File: src/rtl/arm_dp_pkg.sv
// rtl/arm_dp_pkg.sv - shared ARM data-processing opcode, condition and flag constants
package arm_dp_pkg;

    localparam logic [3:0] OP_AND = 4'h0;
    localparam logic [3:0] OP_EOR = 4'h1;
    localparam logic [3:0] OP_SUB = 4'h2;
    localparam logic [3:0] OP_RSB = 4'h3;
    localparam logic [3:0] OP_ADD = 4'h4;
    localparam logic [3:0] OP_ADC = 4'h5;
    localparam logic [3:0] OP_SBC = 4'h6;
    localparam logic [3:0] OP_RSC = 4'h7;
    localparam logic [3:0] OP_TST = 4'h8;
    localparam logic [3:0] OP_TEQ = 4'h9;
    localparam logic [3:0] OP_CMP = 4'hA;
    localparam logic [3:0] OP_CMN = 4'hB;
    localparam logic [3:0] OP_ORR = 4'hC;
    localparam logic [3:0] OP_MOV = 4'hD;
    localparam logic [3:0] OP_BIC = 4'hE;
    localparam logic [3:0] OP_MVN = 4'hF;

    localparam logic [3:0] COND_EQ = 4'h0;
    localparam logic [3:0] COND_NE = 4'h1;
    localparam logic [3:0] COND_CS = 4'h2;
    localparam logic [3:0] COND_CC = 4'h3;
    localparam logic [3:0] COND_MI = 4'h4;
    localparam logic [3:0] COND_PL = 4'h5;
    localparam logic [3:0] COND_VS = 4'h6;
    localparam logic [3:0] COND_VC = 4'h7;
    localparam logic [3:0] COND_HI = 4'h8;
    localparam logic [3:0] COND_LS = 4'h9;
    localparam logic [3:0] COND_GE = 4'hA;
    localparam logic [3:0] COND_LT = 4'hB;
    localparam logic [3:0] COND_GT = 4'hC;
    localparam logic [3:0] COND_LE = 4'hD;
    localparam logic [3:0] COND_AL = 4'hE;
    localparam logic [3:0] COND_NV = 4'hF;

    localparam int N_BIT = 3;
    localparam int Z_BIT = 2;
    localparam int C_BIT = 1;
    localparam int V_BIT = 0;

endpackage

File: src/rtl/cond_check.sv
// rtl/cond_check.sv - combinational ARM condition-field evaluation
// Ports: cond - condition field; nzcv - committed flags {N,Z,C,V}; pass - condition holds.
module cond_check
    import arm_dp_pkg::*;
(
    input  logic [3:0] cond,
    input  logic [3:0] nzcv,
    output logic       pass
);

    logic n, z, c, v;

    assign n = nzcv[N_BIT];
    assign z = nzcv[Z_BIT];
    assign c = nzcv[C_BIT];
    assign v = nzcv[V_BIT];

    always_comb begin
        pass = 1'b0;
        case (cond)
            COND_EQ: pass = z;
            COND_NE: pass = !z;
            COND_CS: pass = c;
            COND_CC: pass = !c;
            COND_MI: pass = n;
            COND_PL: pass = !n;
            COND_VS: pass = v;
            COND_VC: pass = !v;
            COND_HI: pass = c && !z;
            COND_LS: pass = !c || z;
            COND_GE: pass = (n == v);
            COND_LT: pass = (n != v);
            COND_GT: pass = !z && (n == v);
            COND_LE: pass = z || (n != v);
            COND_AL: pass = 1'b1;
            default: pass = 1'b0;
        endcase
    end

endmodule

File: src/rtl/dp_alu_stage.sv
// rtl/dp_alu_stage.sv - ARM data-processing execute stage with NZCV ownership
// Ports: in_* upstream beat (valid/ready), out_* registered writeback beat (valid/ready),
// cpsr_flags committed {N,Z,C,V}, c_flag committed carry for barrel_shifter.
// DP_ALU_PERF_CNT_EN adds perf_exec/perf_skip executed/skipped beat counters.
module dp_alu_stage
    import arm_dp_pkg::*;
#(
    parameter int DW     = 32,
    parameter int RIDX_W = 4
) (
    input  logic              clk,
    input  logic              rst_n,
    input  logic              in_valid,
    output logic              in_ready,
    input  logic [3:0]        in_opcode,
    input  logic              in_s,
    input  logic [3:0]        in_cond,
    input  logic [DW-1:0]     in_rn,
    input  logic [DW-1:0]     in_shifter_operand,
    input  logic              in_shifter_carry,
    input  logic [RIDX_W-1:0] in_rd_idx,
    output logic              out_valid,
    input  logic              out_ready,
    output logic [DW-1:0]     out_result,
    output logic [RIDX_W-1:0] out_rd_idx,
    output logic              out_wr_en,
    output logic [3:0]        cpsr_flags,
    output logic              c_flag
`ifdef DP_ALU_PERF_CNT_EN
    ,
    output logic [31:0]       perf_exec,
    output logic [31:0]       perf_skip
`endif
);

    logic [3:0]    flags;
    logic [3:0]    next_flags;
    logic          cond_pass;
    logic          accept;
    logic          is_test;
    logic          is_arith;
    logic          carry_in;
    logic [DW-1:0] op_a;
    logic [DW-1:0] op_b;
    logic [DW-1:0] logic_res;
    logic [DW-1:0] alu_res;
    logic [DW:0]   sum;

    assign in_ready   = !out_valid || out_ready;
    assign accept     = in_valid && in_ready;
    assign is_test    = (in_opcode[3:2] == 2'b10);
    assign cpsr_flags = flags;
    assign c_flag     = flags[C_BIT];

    cond_check u_cond_check (
        .cond (in_cond),
        .nzcv (flags),
        .pass (cond_pass)
    );

    // All arithmetic ops share one adder: subtraction is a + ~b + carry_in,
    // reverse forms swap the operands first.
    always_comb begin
        op_a     = in_rn;
        op_b     = in_shifter_operand;
        carry_in = 1'b0;
        is_arith = 1'b1;
        case (in_opcode)
            OP_ADD, OP_CMN: carry_in = 1'b0;
            OP_ADC: carry_in = flags[C_BIT];
            OP_SUB, OP_CMP: begin
                op_b     = ~in_shifter_operand;
                carry_in = 1'b1;
            end
            OP_SBC: begin
                op_b     = ~in_shifter_operand;
                carry_in = flags[C_BIT];
            end
            OP_RSB: begin
                op_a     = in_shifter_operand;
                op_b     = ~in_rn;
                carry_in = 1'b1;
            end
            OP_RSC: begin
                op_a     = in_shifter_operand;
                op_b     = ~in_rn;
                carry_in = flags[C_BIT];
            end
            default: is_arith = 1'b0;
        endcase
    end

    assign sum = {1'b0, op_a} + {1'b0, op_b} + {{DW{1'b0}}, carry_in};

    always_comb begin
        logic_res = '0;
        case (in_opcode)
            OP_AND, OP_TST: logic_res = in_rn & in_shifter_operand;
            OP_EOR, OP_TEQ: logic_res = in_rn ^ in_shifter_operand;
            OP_ORR:         logic_res = in_rn | in_shifter_operand;
            OP_MOV:         logic_res = in_shifter_operand;
            OP_BIC:         logic_res = in_rn & ~in_shifter_operand;
            OP_MVN:         logic_res = ~in_shifter_operand;
            default:        logic_res = '0;
        endcase
    end

    assign alu_res = is_arith ? sum[DW-1:0] : logic_res;

    // Overflow: adder inputs agree in sign but the result does not.
    always_comb begin
        next_flags        = flags;
        next_flags[N_BIT] = alu_res[DW-1];
        next_flags[Z_BIT] = (alu_res == '0);
        next_flags[C_BIT] = is_arith ? sum[DW] : in_shifter_carry;
        if (is_arith) begin
            next_flags[V_BIT] = (op_a[DW-1] == op_b[DW-1]) && (alu_res[DW-1] != op_a[DW-1]);
        end
    end

    always_ff @(posedge clk or negedge rst_n) begin
        if (!rst_n) begin
            out_valid  <= 1'b0;
            out_result <= '0;
            out_rd_idx <= '0;
            out_wr_en  <= 1'b0;
            flags      <= 4'b0000;
        end else begin
            if (accept) begin
                out_valid  <= 1'b1;
                out_result <= cond_pass ? alu_res : '0;
                out_rd_idx <= in_rd_idx;
                out_wr_en  <= cond_pass && !is_test;
            end else if (out_ready) begin
                out_valid <= 1'b0;
            end
            if (accept && cond_pass && (in_s || is_test)) begin
                flags <= next_flags;
            end
        end
    end

`ifdef DP_ALU_PERF_CNT_EN
    always_ff @(posedge clk or negedge rst_n) begin
        if (!rst_n) begin
            perf_exec <= '0;
            perf_skip <= '0;
        end else if (accept) begin
            if (cond_pass) begin
                perf_exec <= perf_exec + 32'd1;
            end else begin
                perf_skip <= perf_skip + 32'd1;
            end
        end
    end
`else
    // Counters absent in this build.
`endif

endmodule

File: config.mk
export PLATFORM = sky130hd
export DESIGN_NAME = dp_alu_stage
export DESIGN_NICKNAME = d
export VERILOG_FILES = /design/src/rtl/arm_dp_pkg.sv /design/src/rtl/cond_check.sv /design/src/rtl/dp_alu_stage.sv
export SDC_FILE = /design/constraint.sdc
export NUM_CORES = 1
export LEC_CHECK = 0
export CORE_MARGIN = 2
export CORE_UTILIZATION = 40
export DETAILED_ROUTE_END_ITERATION = 12
export PLACE_DENSITY = 0.66
export SLEW_MARGIN = 0
export SYNTH_ARGS = -nofsm -noshare
export SYNTH_HDL_FRONTEND = slang
export SYNTH_SLANG_ARGS = --single-unit
File: constraint.sdc
create_clock -name clk -period 3.3 [get_ports clk]
set_clock_uncertainty 0.2 [all_clocks]
set_input_delay 0.66 -clock clk [delete_from_list [all_inputs] [get_ports clk]]
set_output_delay 0.66 -clock clk [all_outputs]
set_load 0.02 [all_outputs]
-- After elaboration in Yosys (flattened, before gate mapping)
Cells that the tools add are included.
- input bits: 82
- output and inout bits: 44
- bits in registers: 42
- eq/ne operators: 34
- reduce and logical (&&, ||, !) cells: 29
- $add $sub $neg: 2
- bitwise gates (word level): 6
- muxes and demuxes: 11
- operators with widths (kind ; count):
    32-bit case mux with 6 select lines ; 1
    32-bit 2-to-1 mux ; 3
    32-bit bitwise AND ; 2
    32-bit inverter ; 2
    32-bit case mux with 2 select lines ; 1
    4-bit == test (second input constant) ; 15
    32-bit by 32-bit adder with 33-bit output ; 1
    33-bit by 1-bit adder with 33-bit output ; 1
    4-bit by 3-bit == test with 1-bit output (second input constant) ; 8
    32-bit logical NOT ; 1
    32-bit OR ; 1
    32-bit bitwise XOR ; 1
    4-bit by 2-bit == test with 1-bit output (second input constant) ; 4
    1-bit case mux with 15 select lines ; 1
    3-bit OR reduction ; 3
    4-bit by 1-bit == test with 1-bit output (second input constant) ; 2
    4-bit logical NOT ; 2
    8-bit OR reduction ; 1
    1-bit logical AND ; 7
    1-bit logical NOT ; 6
    2-bit OR reduction ; 3
    1-bit logical OR ; 4
    1-bit 2-to-1 mux ; 4
    1-bit == test ; 2
    5 further kinds ; 6

-- Longest topological paths before layout
Gate-level depths: netlist (run 1).
- word-level depth: 8
- gate-level depth with buffers: 22
- depth with buffers taken out: 19

-- Cells and area by module
Synthesis (run 1) repeated with hierarchy kept, for this count alone.
- cell total of the unflattened synthesis: 1031
- area total of the unflattened synthesis: 6932.9 µm²
- by module, submodules not included (module ; cells an instance ; times used ; area an instance (µm²)):
    dp_alu_stage ; 1003 ; 1 ; 6739.0
    cond_check ; 28 ; 1 ; 193.9

-- Least setup slack after synthesis (run 1)
No wires, ideal clock.
- path kind: input -> register
- start: input port in_opcode[0]
- end: register flags[2], in the netlist cpsr_flags[2]
- cell stages on the path: 21
- library setup time: 0.066 ns
- slack: -1.778 ns
- path buffers: 6
- arrival: 4.812 ns
- path through: buf_2 buf_1 buf_2 buf_2 nand3_1 clkbuf_1 clkbuf_1 o21ai_0 fa_1 inv_1 fa_1 nand2b_1 a21o_1 a2111oi_2 nor3_1 xnor2_1 a211o_1 nor4_1 and4_1 nand4_1 nand2_1
- word-level cells in the longest chain between the ends: 7
- ends and longest elaborated chain (element ; line ; text):
    start: declaration ; dp_alu_stage.sv:15 ; input logic [3:0] in_opcode,
    4-bit by 3-bit == test with 1-bit output, or another cell as far along ; dp_alu_stage.sv:68 ; case (in_opcode)
    3-bit OR reduction (no source line) / 2-bit OR reduction (equally long branches) ; n/a ;
    32-bit case mux with 2 select lines / 32-bit 2-to-1 mux (equally long branches) ; dp_alu_stage.sv:68 ;
    32-bit by 32-bit adder with 33-bit output ; dp_alu_stage.sv:93 ; assign sum = {1'b0, op_a} + {1'b0, op_b} + {{DW{1'b0}}, carry_in};
    33-bit by 1-bit adder with 33-bit output ; dp_alu_stage.sv:93 ;
    32-bit 2-to-1 mux * ; dp_alu_stage.sv:108 ; assign alu_res = is_arith ? sum[DW-1:0] : logic_res;
    32-bit logical NOT * ; dp_alu_stage.sv:114 ; next_flags[Z_BIT] = (alu_res == '0);
    end signal: assignment ; dp_alu_stage.sv:138 ; flags <= next_flags;
    end: declaration ; dp_alu_stage.sv:36 ; logic [3:0] flags;
Every way passes the cells marked *; elsewhere a longest branch is shown, timed or not.
A chain may end at the register's enable or synchronous reset.

-- Worst setup path after layout (run 1)
- start: input port in_opcode[2]
- end: register flags[2], in the netlist cpsr_flags[2]
- word-level cells in the longest chain between the ends: 7
- ends and longest elaborated chain (element ; line):
    4-bit by 3-bit == test with 1-bit output, or another cell as far along ; dp_alu_stage.sv:68
    3-bit OR reduction (no source line) / 2-bit OR reduction (equally long branches) ; n/a
    32-bit case mux with 2 select lines / 32-bit 2-to-1 mux (equally long branches) ; dp_alu_stage.sv:68
    32-bit by 32-bit adder with 33-bit output ; dp_alu_stage.sv:93
    33-bit by 1-bit adder with 33-bit output ; dp_alu_stage.sv:93
    32-bit 2-to-1 mux ; dp_alu_stage.sv:108
    32-bit logical NOT ; dp_alu_stage.sv:114
Parallel ways exist; a longest one is shown, timed or not.

==> impl_metrics.csv, run 1 <==
group,metric,value,unit
outcome,status,"finished, violations left",
outcome,violations,"negative setup slack",
setup_path,rrSetupSlack,-0.40,ns
clock_network,cts_made_buffers,5,
synth,synthesis.area,7070,µm²
finish,fin_util,67.0,%
setup_path,r2r_start,"cpsr_flags[1]$_DFFE_PN0P_",
synth,synth_seq_cells,42,
floorplan,die_y,137,µm
clock_network,clockBufferDepth,2,
synth,avgSynthCellArea,6.88,µm²
floorplan,start_util,40.9,%
timing,finalSetupViolCount,28,
placement,portBuffers,125,
global_routing,track_usage,28.8,%
hold_path,hold_start,"out_result[18]$_DFFE_PN0P_",
timing,rsz0062_at_grt,"yes",
hold_path,min_path_type,"flip-flop to flip-flop",
clock_network,htree_levels,2,
pwr,power_frac_comb,71.1,%
floorplan,die_w,137,µm
pwr,p_leak,5.29,nW
pwr,switching_share,41.7,%
routing,post_drt_wl_per_cell,17.1,µm
timing,whs,0.278,ns
routing,routed_via_density,5.72,
timing,timing.final.ws_setup,-0.811,ns
routing,num_vias,9276,
global_routing,overflow,0,
synth,syn-num-nets,1175,
synth,synth_edf_count,0,
timing,post-route-min-period,4.11,ns
synth,yosysSeqAreaShare,14.9,%
setup_path,r2r-end,"cpsr_flags[2]$_DFFE_PN0P_",
pwr,power_per_cell_area,360,nW/µm²
clock_network,path_clk_slew,0.05,ns
pwr,p_sw,0.00174,W
clock_network,hold_buffers,0,
setup_path,cp_max_fo,8,
setup_path,path_class,"primary input to flip-flop",
timing,fmax,243,MHz
hold_path,whs_endpoint,"out_result[18]$_DFFE_PN0P_",
floorplan,ios,126,
global_routing,grt_pass1_vias,8423,
pwr,irDropWorstVdd,0.503,mV
finish,fin_area,11600,µm²
routing,drtPass1Iterations,5,
clock_network,numClockSinks,42,
timing,post-route-period-util,125,%
pwr,clock_power_share,11.7,%
setup_path,cp_data_required_time,3.32,ns
placement,placed_cell_area,10600,µm²
synth,ys_types,79,
timing,maxSlewHeadroom,40.3,%
pwr,finalPower,0.00416,W
routing,wirelength,27800,µm
routing,drc,0,
finish,mostFrequentLayoutCells,"buf_4 (284), clkdlybuf4s50_1 (118), nand2_1 (116)",
routing,drt_iter0_markers,762,
timing,finalHoldViolCount,0,
timing,worstMarginPinSlew,0.896,ns
synth,async_reset_ff_share,100,%
finish,drive_above_1_share,31.8,%
synth,synthCells,1028,
finish,syn_to_final_growth,63.9,%
global_routing,grt_max_degree,55,
job,cap_violations,0,
clock_network,cts_tree,"done",
routing,ant_nets,0,
floorplan,num_rows,48,
floorplan,core,17300,µm²
synth,synth_top_flop_cell,"dfrtp_1",
finish,final_common_cell,"buf_4",
clock_network,worstSkewPairLatency,0.29,ns
placement,gp_congestion,0.983,
setup_path,crit_arrival,4.13,ns
setup_path,critPathCaptureType,"flip-flop",
placement,dp_slack,-1.50,ns
synth,yosys_warnings,0,
clock_network,clockRootBuffer,"clkbuf_16",
hold_path,holdPathStages,2,
finish,fin_nets,1543,
global_routing,grt_pass1_wl,43000,µm
timing,drv_slew,0,
placement,place_hpwl,21600,µm
setup_path,start_kind,"primary input",
setup_path,reg2reg_depth,17,
floorplan,dieArea,18700,µm²
finish,num_antenna_cells,0,
pwr,internal_power,0.00243,W
global_routing,antenna_found_initial,0,
pwr,p_seq_share,17.2,%
==> logic make-up after synthesis <==
group                    count (synthesis)  synth area share, %
AO/OA/AOI/OAI                          418                 38.2
AND/OR/NAND/NOR                        305                 20.0
buffers and inverters                  148                 8.50
adder cells (fa/ha/maj)                 65                 11.7
flip-flops                              42                 14.9
XOR/XNOR                                28                 3.47
multiplexers                            22                 3.27
==> sequential cells by signal, summed over array words and instances, names as in the netlist <==
register	count
cpsr_flags	4
out_result	32
out_rd_idx	4
out_valid	1
out_wr_en	1
==> cell usage after synthesis, drive strengths merged (3+ instances only) <==
| library cell | number | area, µm² |
|---|---|---|
| xnor2 | 16 | 140 |
| nor2b | 12 | 75.1 |
| a41oi | 4 | 42.6 |
| o221ai | 5 | 43.8 |
| a21o | 13 | 97.6 |
| xor2 | 12 | 105 |
| and2 | 3 | 18.8 |
| a31oi | 8 | 50.1 |
| and3 | 5 | 31.3 |
| a211oi | 25 | 198 |
| inv | 75 | 282 |
| a22oi | 14 | 105 |
| o211ai | 14 | 105 |
| a211o | 4 | 35.0 |
| ha | 63 | 788 |
| a21oi | 106 | 534 |
| o22ai | 8 | 50.1 |
| a32oi | 3 | 26.3 |
| buf | 34 | 171 |
| nand3 | 21 | 105 |
| nor4 | 9 | 56.3 |
| a2111oi | 6 | 90.1 |
| nand2b | 10 | 62.6 |
| a22o | 18 | 158 |
| nor3 | 13 | 65.1 |
| o2111ai | 3 | 26.3 |
| o31ai | 11 | 96.3 |
| o21a | 10 | 75.1 |
| o311ai | 3 | 26.3 |
| nand2 | 124 | 465 |
| clkbuf | 39 | 148 |
| o32ai | 4 | 35.0 |
| mux2 | 9 | 101 |
| nand4 | 10 | 62.6 |
| or3 | 4 | 25.0 |
| nor2 | 77 | 289 |
| dfrtp | 42 | 1050 |
| o21ai | 136 | 681 |
| a311oi | 4 | 35.0 |
| mux2i | 13 | 130 |
| a21boi | 3 | 26.3 |
==> power by group through the flow <==
| stage | sequential, W | combinational, W | clock [W] |
|---|---|---|---|
| after global placement | 0.000719 | 0.00255 | 0 |
| final | 0.000716 | 0.00296 | 0.000489 |
| after detailed placement | 0.000723 | 0.00258 | 0 |
| after CTS | 0.000717 | 0.00275 | 0.000500 |
| after global routing | 0.000730 | 0.00317 | 0.000513 |
| after floorplan | 0.000858 | 0.00122 | 0 |
==> routing by layer <==
layer  share of wire, %  vias to the layer above  global-route usage (%)  wire length [µm]
met4                2.3                        0                    7.96               653
met5                  0                        -                       0                 0
met2                 45                      355                    47.3             12600
met3                7.3                       48                    4.00              2030
li1                   -                     4515                       -                 -
met1                 45                     4358                    39.3             12500
==> repair_timing <==
| item | CTS | global route |
|---|---|---|
| endpoints found under the hold margin | 0 | 0 |
| gates resized for setup | 74 | 58 |
| cloned | 1 | 0 |
| setup buffers | 22 | 15 |
| setup endpoints to repair | 34 | 32 |
| pin swaps | 47 | 36 |
==> how the worst max path moves through the flow <==
stage,endpoint,start,slack (ns),cells after the start
2_1_floorplan,cpsr_flags[2]$_DFFE_PN0P_,in_opcode[0],-1.07,21
3_3_place_gp,cpsr_flags[2]$_DFFE_PN0P_,in_opcode[3],-1.47,17
3_5_place_dp,cpsr_flags[2]$_DFFE_PN0P_,in_opcode[3],-1.50,20
4_1_cts,cpsr_flags[0]$_DFFE_PN0P_,in_opcode[2],-0.77,20
5_1_grt,cpsr_flags[2]$_DFFE_PN0P_,in_opcode[2],-0.98,21
6_report,cpsr_flags[2]$_DFFE_PN0P_,in_opcode[2],-0.81,20
==> through the flow <==
| step | setup TNS (ns) | instances |
|---|---|---|
| 2_1_floorplan | -18.26 | 1028 |
| 3_3_place_gp | -33.64 | 1579 |
| 3_5_place_dp | -34.93 | 1579 |
| 4_1_cts | -11.21 | 1610 |
| 5_1_grt | -16.23 | 1622 |
| 6_report | -12.92 | 1622 |
==> cell type report <==
type | instances | area (µm²)
clock inverter | 1 | 5.00
inverter | 75 | 282
timing repair buffer | 434 | 3740
tap | 225 | 282
sequential | 42 | 1050
clock buffer | 7 | 143
multi-input combinational | 838 | 6080
fill | 1473 | 5710
==> worst max-delay path: stages <==
cell and delay (ns):
buf_6 0.09, and2_4 0.16, nor3_4 0.23, inv_2 0.07, nand2_4 0.11, buf_12 0.14, o21ai_4 0.06, fa_2 0.37
inv_2 0.08, fa_2 0.20, nand2b_4 0.12, a21o_4 0.17, a21oi_4 0.08, a2111o_1 0.51, a41oi_2 0.22, xnor2_1 0.10
a221o_1 0.36, a211oi_2 0.21, nand4_1 0.10, nand2_1 0.06
No activity file was read; power rests on OpenSTA's default activity.
==> inputs of run 2 (changes only) <==
--- a/config.mk
+++ b/config.mk
@@ -7,3 +7,3 @@
 export LEC_CHECK = 0
-export CORE_MARGIN = 2
+export CORE_MARGIN = 1.5
 export CORE_UTILIZATION = 40
==> constraint.sdc (replaced) <==
create_clock -name clk -period 3.3 [get_ports clk]
set_clock_uncertainty 0.2 [all_clocks]
set_input_delay 0.495 -clock clk [delete_from_list [all_inputs] [get_ports clk]]
set_output_delay 0.495 -clock clk [all_outputs]
set_load 0.02 [all_outputs]
==> run 2 against run 1 <==
  * The flow still finishes with violations (negative setup slack)
  * Non-clock buffer count is 24 higher
  * Largest cell class unchanged
  * Wire length increased by 5.4%
  * Sequential cell count unchanged
  * Sequential share of layout area decreased by 0.43 points
  * Global-route usage increased by 1.1 points
==> impl_metrics.csv, run 2 (synthesis results as in run 1) <==
group,metric,value,unit
outcome,status,"finished, violations left",
outcome,violations,"negative setup slack",
finish,num_antenna_cells,0,
global_routing,track_usage,29.9,%
setup_path,cp_max_fo,7,
routing,wirelength,29300,µm
floorplan,core,17300,µm²
timing,worstMarginPinSlew,0.895,ns
floorplan,die_y,136,µm
setup_path,cp_data_required_time,3.27,ns
routing,num_vias,9536,
timing,drv_slew,0,
placement,dp_cells,1577,
timing,finalSetupViolCount,27,
placement,placed_cell_area,10600,µm²
clock_network,worstSkewPairLatency,0.28,ns
timing,post-route-min-period,4.01,ns
setup_path,worst_path_largest_cell_delay,0.44,ns
clock_network,htree_levels,2,
global_routing,grt_pass1_wl,44300,µm
timing,finalHoldViolCount,0,
clock_network,clockBufferDepth,2,
setup_path,path_class,"primary input to flip-flop",
clock_network,path_clk_slew,0.05,ns
routing,drt_iter0_markers,668,
setup_path,critPathCaptureType,"flip-flop",
setup_path,start_kind,"primary input",
pwr,p_leak,5.51,nW
clock_network,numClockSinks,42,
finish,drive_above_1_share,35.1,%
pwr,irDropWorstVdd,0.358,mV
floorplan,dieArea,18500,µm²
floorplan,die_w,136,µm
placement,gp_congestion,0.943,
setup_path,crit_slowest_cell,"a2111o_1",
finish,fin_nets,1567,
routing,ant_nets,0,
floorplan,num_rows,48,
routing,wl_met2,13500,µm
global_routing,overflow,0,
routing,post_drt_wl_per_cell,17.8,µm
job,cap_violations,0,
setup_path,cpMostUsedCell,"o21ai_1",
global_routing,grt_pass1_vias,8815,
routing,drtPass1Iterations,5,
clock_network,clockRootBuffer,"clkbuf_16",
pwr,finalPower,0.00430,W
routing,routed_via_density,5.80,
setup_path,crit_arrival,3.98,ns
timing,timing.final.ws_setup,-0.713,ns
setup_path,cp_cell_sequence,"buf_8, buf_6, inv_4, nand3_4, buf_12, nand2_4, o21ai_4, fa_2, inv_2, fa_2, nand2b_4, a21o_4, buf_6, a21oi_4, a2111o_1, a41oi_2, o21a_1, o21ai_1, a211o_1, o21ai_1, o21ai_1",
finish,syn_to_final_growth,71.9,%
timing,rsz0062_at_grt,"yes",
timing,post-route-period-util,122,%
floorplan,start_util,40.9,%
routing,wl_met1,12700,µm
pwr,power_per_cell_area,354,nW/µm²
clock_network,cts_tree,"done",
routing,top_layer,"met4",
clock_network,cts_made_buffers,5,
placement,portBuffers,125,
timing,maxSlewHeadroom,39.6,%
hold_path,min_path_type,"primary input to asynchronous set/reset pin",
finish,regMostFlops,"out_result",
global_routing,antenna_found_initial,0,
routing,drc,0,
finish,largest_register_ffs,32,
finish,mostFrequentLayoutCells,"buf_4 (287), clkdlybuf4s50_1 (117), nand2_1 (111)",
timing,fmax,249,MHz
finish,final_cells,1645,
finish,fin_area,12200,µm²
global_routing,grt_max_degree,43,
routing,met3_length,2320,µm
floorplan,ios,126,
placement,place_hpwl,21300,µm
finish,final_common_cell,"buf_4",
==> run 2: metrics by stage <==
step / utilization, % / hold slack (ns) / TNS, ns / setup WS (ns)
2_1_floorplan: - / -0.000591 / -13.28 / -0.904
6_report: 70.3 / 0.134 / -9.71 / -0.713
3_3_place_gp: 61.3 / 0.259 / -26.89 / -1.56
3_5_place_dp: 61.3 / 0.264 / -28.70 / -1.58
4_1_cts: 67.1 / 0.167 / -7.49 / -0.608
5_1_grt: 70.3 / 0.217 / -12.81 / -0.845
==> run 2: area by class of cell <==
| type | instances | area (µm²) |
|---|---|---|
| multi-input combinational | 838 | 6300 |
| tap | 225 | 282 |
| fill | 1344 | 5140 |
| sequential | 42 | 1050 |
| inverter | 75 | 284 |
| timing repair buffer | 458 | 4110 |
| clock buffer | 7 | 133 |
==> run 2: final timing paths <==
check                                      startpoint                         end  slack, ns  cells after the start
max                                      in_opcode[3]   cpsr_flags[1]$_DFFE_PN0P_      -0.71                     21
min                                             rst_n   out_rd_idx[3]$_DFFE_PN0P_       0.13                      1
max reg2reg                 cpsr_flags[1]$_DFFE_PN0P_   cpsr_flags[1]$_DFFE_PN0P_      -0.59                     17
min reg2reg                out_result[22]$_DFFE_PN0P_  out_result[22]$_DFFE_PN0P_       0.28                      2
max in group asynchronous                       rst_n   out_result[6]$_DFFE_PN0P_       2.22                      1
min in group clk           out_result[22]$_DFFE_PN0P_  out_result[22]$_DFFE_PN0P_       0.28                      2
==> run 2: timing repair <==
action,in CTS,in global routing
hold buffers,0,0
resized for setup,133,95
buffers inserted,42,23
endpoints found under the setup margin,32,30
pin swaps,65,38
cloned,5,1
==> run 2: critical path: cells and delay by family <==
| family | cells | cell delay, ns |
|---|---|---|
| AO/OA/AOI/OAI | 10 | 1.79 |
| adder cells (fa/ha/maj) | 2 | 0.63 |
| AND/OR/NAND/NOR | 3 | 0.38 |
| buffers and inverters | 6 | 0.66 |
==> run 2: report_power, final <==
group          internal (W)  switching [W]
logic               0.00159        0.00154
registers          0.000632      0.0000898
clock network      0.000276       0.000173
==> run 2: per-layer routing <==
layer  global-route usage [%]  up-vias
met5                        0        -
met3                     2.24       59
li1                         -     4561
met1                     41.0     4488
met4                     8.27        0
met2                     50.4      428
